### src/rtl/generic_down_counter_if.sv
// generic_down_counter_if: control, data and status bundle of the loadable down-counter.
interface generic_down_counter_if #(parameter int WIDTH = 5);
  logic             load;
  logic             enable;
  logic             reload_en;
  logic [WIDTH-1:0] cnt_in;
  logic [WIDTH-1:0] cnt_out;
  logic             tc;
  logic             running;
  logic             done;
  modport master(output load, enable, reload_en, cnt_in, input cnt_out, tc, running, done);
  modport slave(input load, enable, reload_en, cnt_in, output cnt_out, tc, running, done);
endinterface

### src/rtl/generic_down_counter.sv
// generic_down_counter: loadable down-counter/timer with one-shot or auto-reload expiry and a one-cycle tc pulse.
module generic_down_counter #(
  parameter int WIDTH = 5
) (
  input logic                  clk,
  input logic                  rst,
  generic_down_counter_if.slave bus
);
  typedef enum logic [1:0] {IDLE, RUN, EXPIRED} state_t;
  state_t           r_state, w_state_nxt;
  logic [WIDTH-1:0] r_cnt, r_reload, w_cnt_nxt;
  logic             r_tc, w_tc_nxt;
  always_ff @(posedge clk) begin
    if (!rst) begin
      r_state  <= IDLE;
      r_cnt    <= '0;
      r_reload <= '0;
      r_tc     <= 1'b0;
    end else begin
      r_state  <= w_state_nxt;
      r_cnt    <= w_cnt_nxt;
      r_reload <= bus.load ? bus.cnt_in : r_reload;
      r_tc     <= w_tc_nxt;
    end
  end
  // RUN always holds a nonzero count, so the decrement can never pass below zero
  always_comb begin
    w_state_nxt = r_state;
    w_cnt_nxt   = r_cnt;
    w_tc_nxt    = 1'b0;
    if (bus.load) begin
      w_cnt_nxt   = bus.cnt_in;
      w_state_nxt = (bus.cnt_in != '0) ? RUN : IDLE;
    end else if (r_state == RUN && bus.enable) begin
      if (r_cnt == WIDTH'(1)) begin
        w_tc_nxt    = 1'b1;
        w_cnt_nxt   = bus.reload_en ? r_reload : '0;
        w_state_nxt = bus.reload_en ? RUN : EXPIRED;
      end else if (r_cnt > WIDTH'(1)) begin
        w_cnt_nxt = r_cnt - WIDTH'(1);
      end
    end
  end
  always_comb begin
    bus.cnt_out = r_cnt;
    bus.tc      = r_tc;
    bus.running = (r_state == RUN);
    bus.done    = (r_state == EXPIRED);
  end
endmodule
### src/flat_wrapper.sv
// flat-port wrapper written by rule: the top's interface ports become plain ports
module generic_down_counter_flat 
#(
  parameter int WIDTH = 5
)
  (clk, rst, bus_load, bus_enable, bus_reload_en, bus_cnt_in, bus_cnt_out, bus_tc, bus_running, bus_done);
  generic_down_counter_if #(.WIDTH(WIDTH)) bus_i ();
  input logic clk;
  input logic rst;
  input wire logic [$bits(bus_i.load)-1:0] bus_load;
  input wire logic [$bits(bus_i.enable)-1:0] bus_enable;
  input wire logic [$bits(bus_i.reload_en)-1:0] bus_reload_en;
  input wire logic [$bits(bus_i.cnt_in)-1:0] bus_cnt_in;
  output wire logic [$bits(bus_i.cnt_out)-1:0] bus_cnt_out;
  output wire logic [$bits(bus_i.tc)-1:0] bus_tc;
  output wire logic [$bits(bus_i.running)-1:0] bus_running;
  output wire logic [$bits(bus_i.done)-1:0] bus_done;
  assign bus_i.load = bus_load;
  assign bus_i.enable = bus_enable;
  assign bus_i.reload_en = bus_reload_en;
  assign bus_i.cnt_in = bus_cnt_in;
  assign bus_cnt_out = bus_i.cnt_out;
  assign bus_tc = bus_i.tc;
  assign bus_running = bus_i.running;
  assign bus_done = bus_i.done;
  generic_down_counter #(.WIDTH(WIDTH)) u_core (.clk(clk), .rst(rst), .bus(bus_i));
endmodule
### config.mk
export PLATFORM = sky130hd
export DESIGN_NAME = generic_down_counter_flat
export DESIGN_NICKNAME = d
export VERILOG_FILES = /design/src/rtl/generic_down_counter_if.sv /design/src/rtl/generic_down_counter.sv /design/src/flat_wrapper.sv
export SDC_FILE = /design/constraint.sdc
export NUM_CORES = 1
export LEC_CHECK = 0
export CORE_ASPECT_RATIO = 0.6
export CORE_UTILIZATION = 25
export CTS_BUF_LIST = sky130_fd_sc_hd__clkbuf_16
export DETAILED_ROUTE_END_ITERATION = 7
export PLACE_DENSITY = 0.5
export SYNTH_ARGS = -nofsm -noshare
export SYNTH_HDL_FRONTEND = slang
export SYNTH_SLANG_ARGS = --single-unit
export TNS_END_PERCENT = 100
### constraint.sdc
create_clock -name clk -period 1.9 [get_ports clk]
set_input_delay 0.475 -clock clk [delete_from_list [all_inputs] [get_ports clk]]
set_output_delay 0.475 -clock clk [all_outputs]
set_load 0.03 [all_outputs]
==> flow_results.xml <==
<?xml version="1.0" encoding="UTF-8"?>
<metrics>
  <group name="floorplanning">
    <metric name="core" unit="mm^2">0.00266</metric>
    <metric name="core.rowCount" unit="">14</metric>
    <metric name="die-height" unit="um">44.3</metric>
    <metric name="initial_utilization" unit="">0.280</metric>
    <metric name="die_width" unit="um">72.5</metric>
    <metric name="floorplan.io_pins" unit="">18</metric>
    <metric name="fp.dieArea" unit="mm^2">0.00321</metric>
  </group>
  <group name="placed_design">
    <metric name="hpwlAfterDp" unit="mm">1.42</metric>
    <metric name="placedInstanceArea" unit="mm^2">0.00101</metric>
    <metric name="port_buffers" unit="">17</metric>
    <metric name="dpl.cell_count" unit="">147</metric>
    <metric name="gp_routability_congestion" unit="">0.760</metric>
  </group>
  <group name="routing">
    <metric name="detail_route.vias_per_cell" unit="">4.62</metric>
    <metric name="routed-via-count" unit="">698</metric>
    <metric name="avgRoutedWirePerCell" unit="um">12.1</metric>
    <metric name="1st_pass_router_iterations" unit="">4</metric>
    <metric name="detail_route.drc_violations" unit="">0</metric>
    <metric name="detail-route-antenna-nets" unit="">0</metric>
    <metric name="wl" unit="mm">1.83</metric>
    <metric name="first_iter_violations" unit="">41</metric>
  </group>
  <group name="pwr">
    <metric name="seqPwrFrac" unit="">0.325</metric>
    <metric name="vdd_ir_drop_max" unit="mV">0.447</metric>
    <metric name="design_power_total" unit="mW">1.04</metric>
    <metric name="power_report.internal_total" unit="mW">0.729</metric>
    <metric name="p_leak" unit="nW">0.464</metric>
    <metric name="combinationalPowerShare" unit="">0.290</metric>
    <metric name="power_density" unit="mW/mm^2">952</metric>
    <metric name="switching_power" unit="mW">0.310</metric>
    <metric name="share_clk_of_total_power" unit="">0.385</metric>
    <metric name="netSwitchingFraction" unit="">0.299</metric>
  </group>
  <group name="setup_path">
    <metric name="cp_data_arrival_time" unit="ns">1.36</metric>
    <metric name="timing.critical_path.fanout_max" unit="">4</metric>
    <metric name="reg2reg_depth" unit="">6</metric>
    <metric name="timing.setup.critical_path_class" unit="">flip-flop to output pin</metric>
    <metric name="crit_path_end_kind" unit="">output pin</metric>
    <metric name="setup.worst_path.start_class" unit="">flip-flop</metric>
    <metric name="crit_required" unit="ns">1.42</metric>
  </group>
  <group name="clock_network">
    <metric name="clock-root-buffer" unit="">sky130_fd_sc_hd__clkbuf_16</metric>
    <metric name="numCtsBuffers" unit="">3</metric>
    <metric name="clk-insertion-delay-late" unit="ns">0.24</metric>
    <metric name="tritoncts" unit="">yes</metric>
    <metric name="buffer_depth_of_the_longest_clock_path" unit="">2</metric>
    <metric name="clkSlewWorstSetupHoldPaths" unit="ns">0.05</metric>
    <metric name="post-cts-setup-buffer-count" unit="">0</metric>
    <metric name="clock_tree.htree_level_count" unit="">1</metric>
    <metric name="cts.sinks" unit="">13</metric>
  </group>
  <group name="sta">
    <metric name="max_freq" unit="MHz">546</metric>
    <metric name="final.min_clock_period" unit="ns">1.83</metric>
    <metric name="timing_hold_violations_final" unit="">0</metric>
    <metric name="finClkSkew" unit="ns">0.00171</metric>
    <metric name="timing.setup.tns" unit="ns">0</metric>
    <metric name="grt_setup_unrepaired" unit="">no</metric>
    <metric name="timing.max_slew.rel_slack" unit="">0.690</metric>
    <metric name="timing_max_transition_violations_final" unit="">0</metric>
    <metric name="layout_worst_path_cycle_share" unit="">0.964</metric>
    <metric name="max_slew.worst_pin.slew" unit="ns">0.464</metric>
    <metric name="final-setup-viol-count" unit="">0</metric>
  </group>
  <group name="synth">
    <metric name="yosysWarnings" unit="">0</metric>
    <metric name="synth.cell_area" unit="um^2">746</metric>
    <metric name="synth_seq_cells" unit="">13</metric>
    <metric name="synthDistinctLibCells" unit="">32</metric>
    <metric name="syn_avg_cell_area" unit="um^2">8.88</metric>
    <metric name="netlist_instances" unit="">84</metric>
    <metric name="syn_nets" unit="">96</metric>
    <metric name="synth.yosys.seq_area_share" unit="">0.349</metric>
  </group>
  <group name="layout">
    <metric name="final_area" unit="mm^2">0.00109</metric>
    <metric name="antenna_cells_inserted" unit="">0</metric>
    <metric name="design.final.nets" unit="">124</metric>
    <metric name="flow.area_growth_from_synthesis" unit="%">46.3</metric>
    <metric name="drive_above_1_share" unit="">0.171</metric>
    <metric name="final-instance-count-excl-fill" unit="">151</metric>
  </group>
  <group name="min_path">
    <metric name="hp_class" unit="">flip-flop to flip-flop</metric>
    <metric name="holdPathStages" unit="">2</metric>
  </group>
  <group name="flow_run">
    <metric name="cap_violations" unit="">0</metric>
  </group>
  <group name="global_routing">
    <metric name="vias_in_the_first_global_route" unit="">577</metric>
    <metric name="grt_pass1_wl" unit="mm">2.84</metric>
    <metric name="grt.total_usage" unit="">0.123</metric>
    <metric name="grt_overflow" unit="">0</metric>
    <metric name="grt_start_max_net_pins" unit="">15</metric>
    <metric name="grt_antenna_before_repair" unit="">0</metric>
  </group>
  <group name="outcome">
    <metric name="run_status" unit="">finished clean</metric>
  </group>
</metrics>
## layout make-up
class,instances,area [um^2]
flip-flops and latches,13,260
inverters,2,7.51
clock inverters,1,5.00
clock buffers,3,75.1
multi-input cells,65,448
well taps,40,50.0
repair buffers,27,245
fillers,287,1570
## registers in the layout, summed over array words and instances, names as in the netlist
register,flops
u_core.bus.cnt_out,5
u_core.bus.tc,1
u_core.r_reload,5
u_core.r_state,2
## worst max-delay path, stage by stage, from the launching register on
cell	delay, ns
sky130_fd_sc_hd__dfxtp_1	0.32
sky130_fd_sc_hd__buf_4	0.13
sky130_fd_sc_hd__clkdlybuf4s50_1	0.67
## final timing paths
path                         startpoint  slack, ns                     to
setup / recovery  u_core.bus.cnt_out[1]       0.07         bus_cnt_out[1]
hold / removal       u_core.r_reload[2]       0.49     u_core.r_reload[2]
setup reg to reg  u_core.bus.cnt_out[0]       0.16  u_core.bus.cnt_out[3]
hold reg to reg      u_core.r_reload[2]       0.49     u_core.r_reload[2]
## cells in the mapped netlist
cell / count / share of area
sky130_fd_sc_hd__ha_1: 2 / 0.034
sky130_fd_sc_hd__nor4b_4: 1 / 0.032
sky130_fd_sc_hd__a31oi_1: 1 / 0.0084
sky130_fd_sc_hd__clkbuf_1: 1 / 0.0050
sky130_fd_sc_hd__dfxtp_1: 13 / 0.35
sky130_fd_sc_hd__nand2_1: 7 / 0.035
sky130_fd_sc_hd__or4_1: 1 / 0.010
sky130_fd_sc_hd__inv_1: 2 / 0.010
sky130_fd_sc_hd__nor2b_1: 7 / 0.059
sky130_fd_sc_hd__mux2i_1: 4 / 0.054
sky130_fd_sc_hd__nor3b_1: 2 / 0.020
sky130_fd_sc_hd__buf_6: 2 / 0.030
sky130_fd_sc_hd__a311oi_1: 3 / 0.035
sky130_fd_sc_hd__nand2b_1: 6 / 0.050
sky130_fd_sc_hd__a2111oi_0: 1 / 0.012
sky130_fd_sc_hd__and3b_1: 1 / 0.012
sky130_fd_sc_hd__mux2_2: 1 / 0.015
sky130_fd_sc_hd__nor4_1: 1 / 0.0084
sky130_fd_sc_hd__buf_2: 1 / 0.0067
sky130_fd_sc_hd__nor2_1: 4 / 0.020
sky130_fd_sc_hd__o22ai_1: 4 / 0.034
sky130_fd_sc_hd__and3_2: 1 / 0.010
sky130_fd_sc_hd__nor2_2: 1 / 0.0084
sky130_fd_sc_hd__or3_1: 1 / 0.0084
sky130_fd_sc_hd__o21ai_0: 2 / 0.013
sky130_fd_sc_hd__a21boi_0: 1 / 0.010
sky130_fd_sc_hd__a21oi_1: 3 / 0.020
sky130_fd_sc_hd__nand3_1: 5 / 0.034
sky130_fd_sc_hd__nor3_1: 2 / 0.013
sky130_fd_sc_hd__a2bb2oi_2: 1 / 0.020
sky130_fd_sc_hd__xor2_1: 1 / 0.012
sky130_fd_sc_hd__a211o_1: 1 / 0.012
## power groups by stage
| stage | sequential (mW) | combinational [mW] | clock, mW |
|---|---|---|---|
| floorplan | 0.369 | 0.163 | 0 |
| global route | 0.342 | 0.327 | 0.424 |
| detailed placement | 0.343 | 0.308 | 0 |
| global placement | 0.343 | 0.310 | 0 |
| CTS | 0.337 | 0.300 | 0.411 |
| finish | 0.338 | 0.301 | 0.400 |
## stage by stage
step                      utilization  setup slack, ns  hold WS, ns
after floorplan                     -            0.118        0.456
after global placement          0.379           0.0932        0.488
after detailed placement        0.379           0.0485        0.488
after CTS                       0.407          0.00457        0.498
after global routing            0.410           0.0111        0.540
final                           0.410           0.0689        0.495
## layer usage
layer	vias up	share of wire	global-route usage	routed length (um)
met5	-	0	0	0
met4	0	0.0044	0.0353	8
met3	2	0.10	0.0615	189
met2	28	0.35	0.144	638
met1	310	0.54	0.187	990
li1	358	-	-	-
## cell usage in the layout (no fill, tap or decap), drive strengths merged, types with 3 or more instances in the layout
cell type / Yosys / layout
dfxtp: 13 / 13
clkdlybuf4s50: 0 / 11
buf: 3 / 10
nor2b: 7 / 7
nand2: 7 / 7
nand2b: 6 / 6
nand3: 5 / 5
nor2: 5 / 5
o22ai: 4 / 4
mux2i: 4 / 4
dlygate4sd2: 0 / 4
a311oi: 3 / 3
a21oi: 3 / 3
clkbuf: 1 / 3
## logic make-up (layout without fill, tap and decap cells)
| kind of cell | Yosys count | count (layout) | synth area share |
|---|---|---|---|
| multiplexers | 5 | 5 | 0.0688 |
| adder cells (fa/ha/maj) | 2 | 2 | 0.0336 |
| XOR/XNOR | 1 | 1 | 0.0117 |
| buffers and inverters | 6 | 33 | 0.0520 |
| flip-flops | 13 | 13 | 0.349 |
| AO/OA/AOI/OAI | 17 | 17 | 0.164 |
| AND/OR/NAND/NOR | 40 | 40 | 0.320 |
## timing repair
| action | in CTS | in global routing |
|---|---|---|
| pin swaps | 0 | 0 |
| hold buffers | 0 | 0 |
| setup endpoints to repair | 4 | 3 |
| gates cloned | 0 | 0 |
| endpoints found under the hold margin | 0 | 0 |
| resized for setup | 4 | 3 |
(Power assumes the default switching activity.)
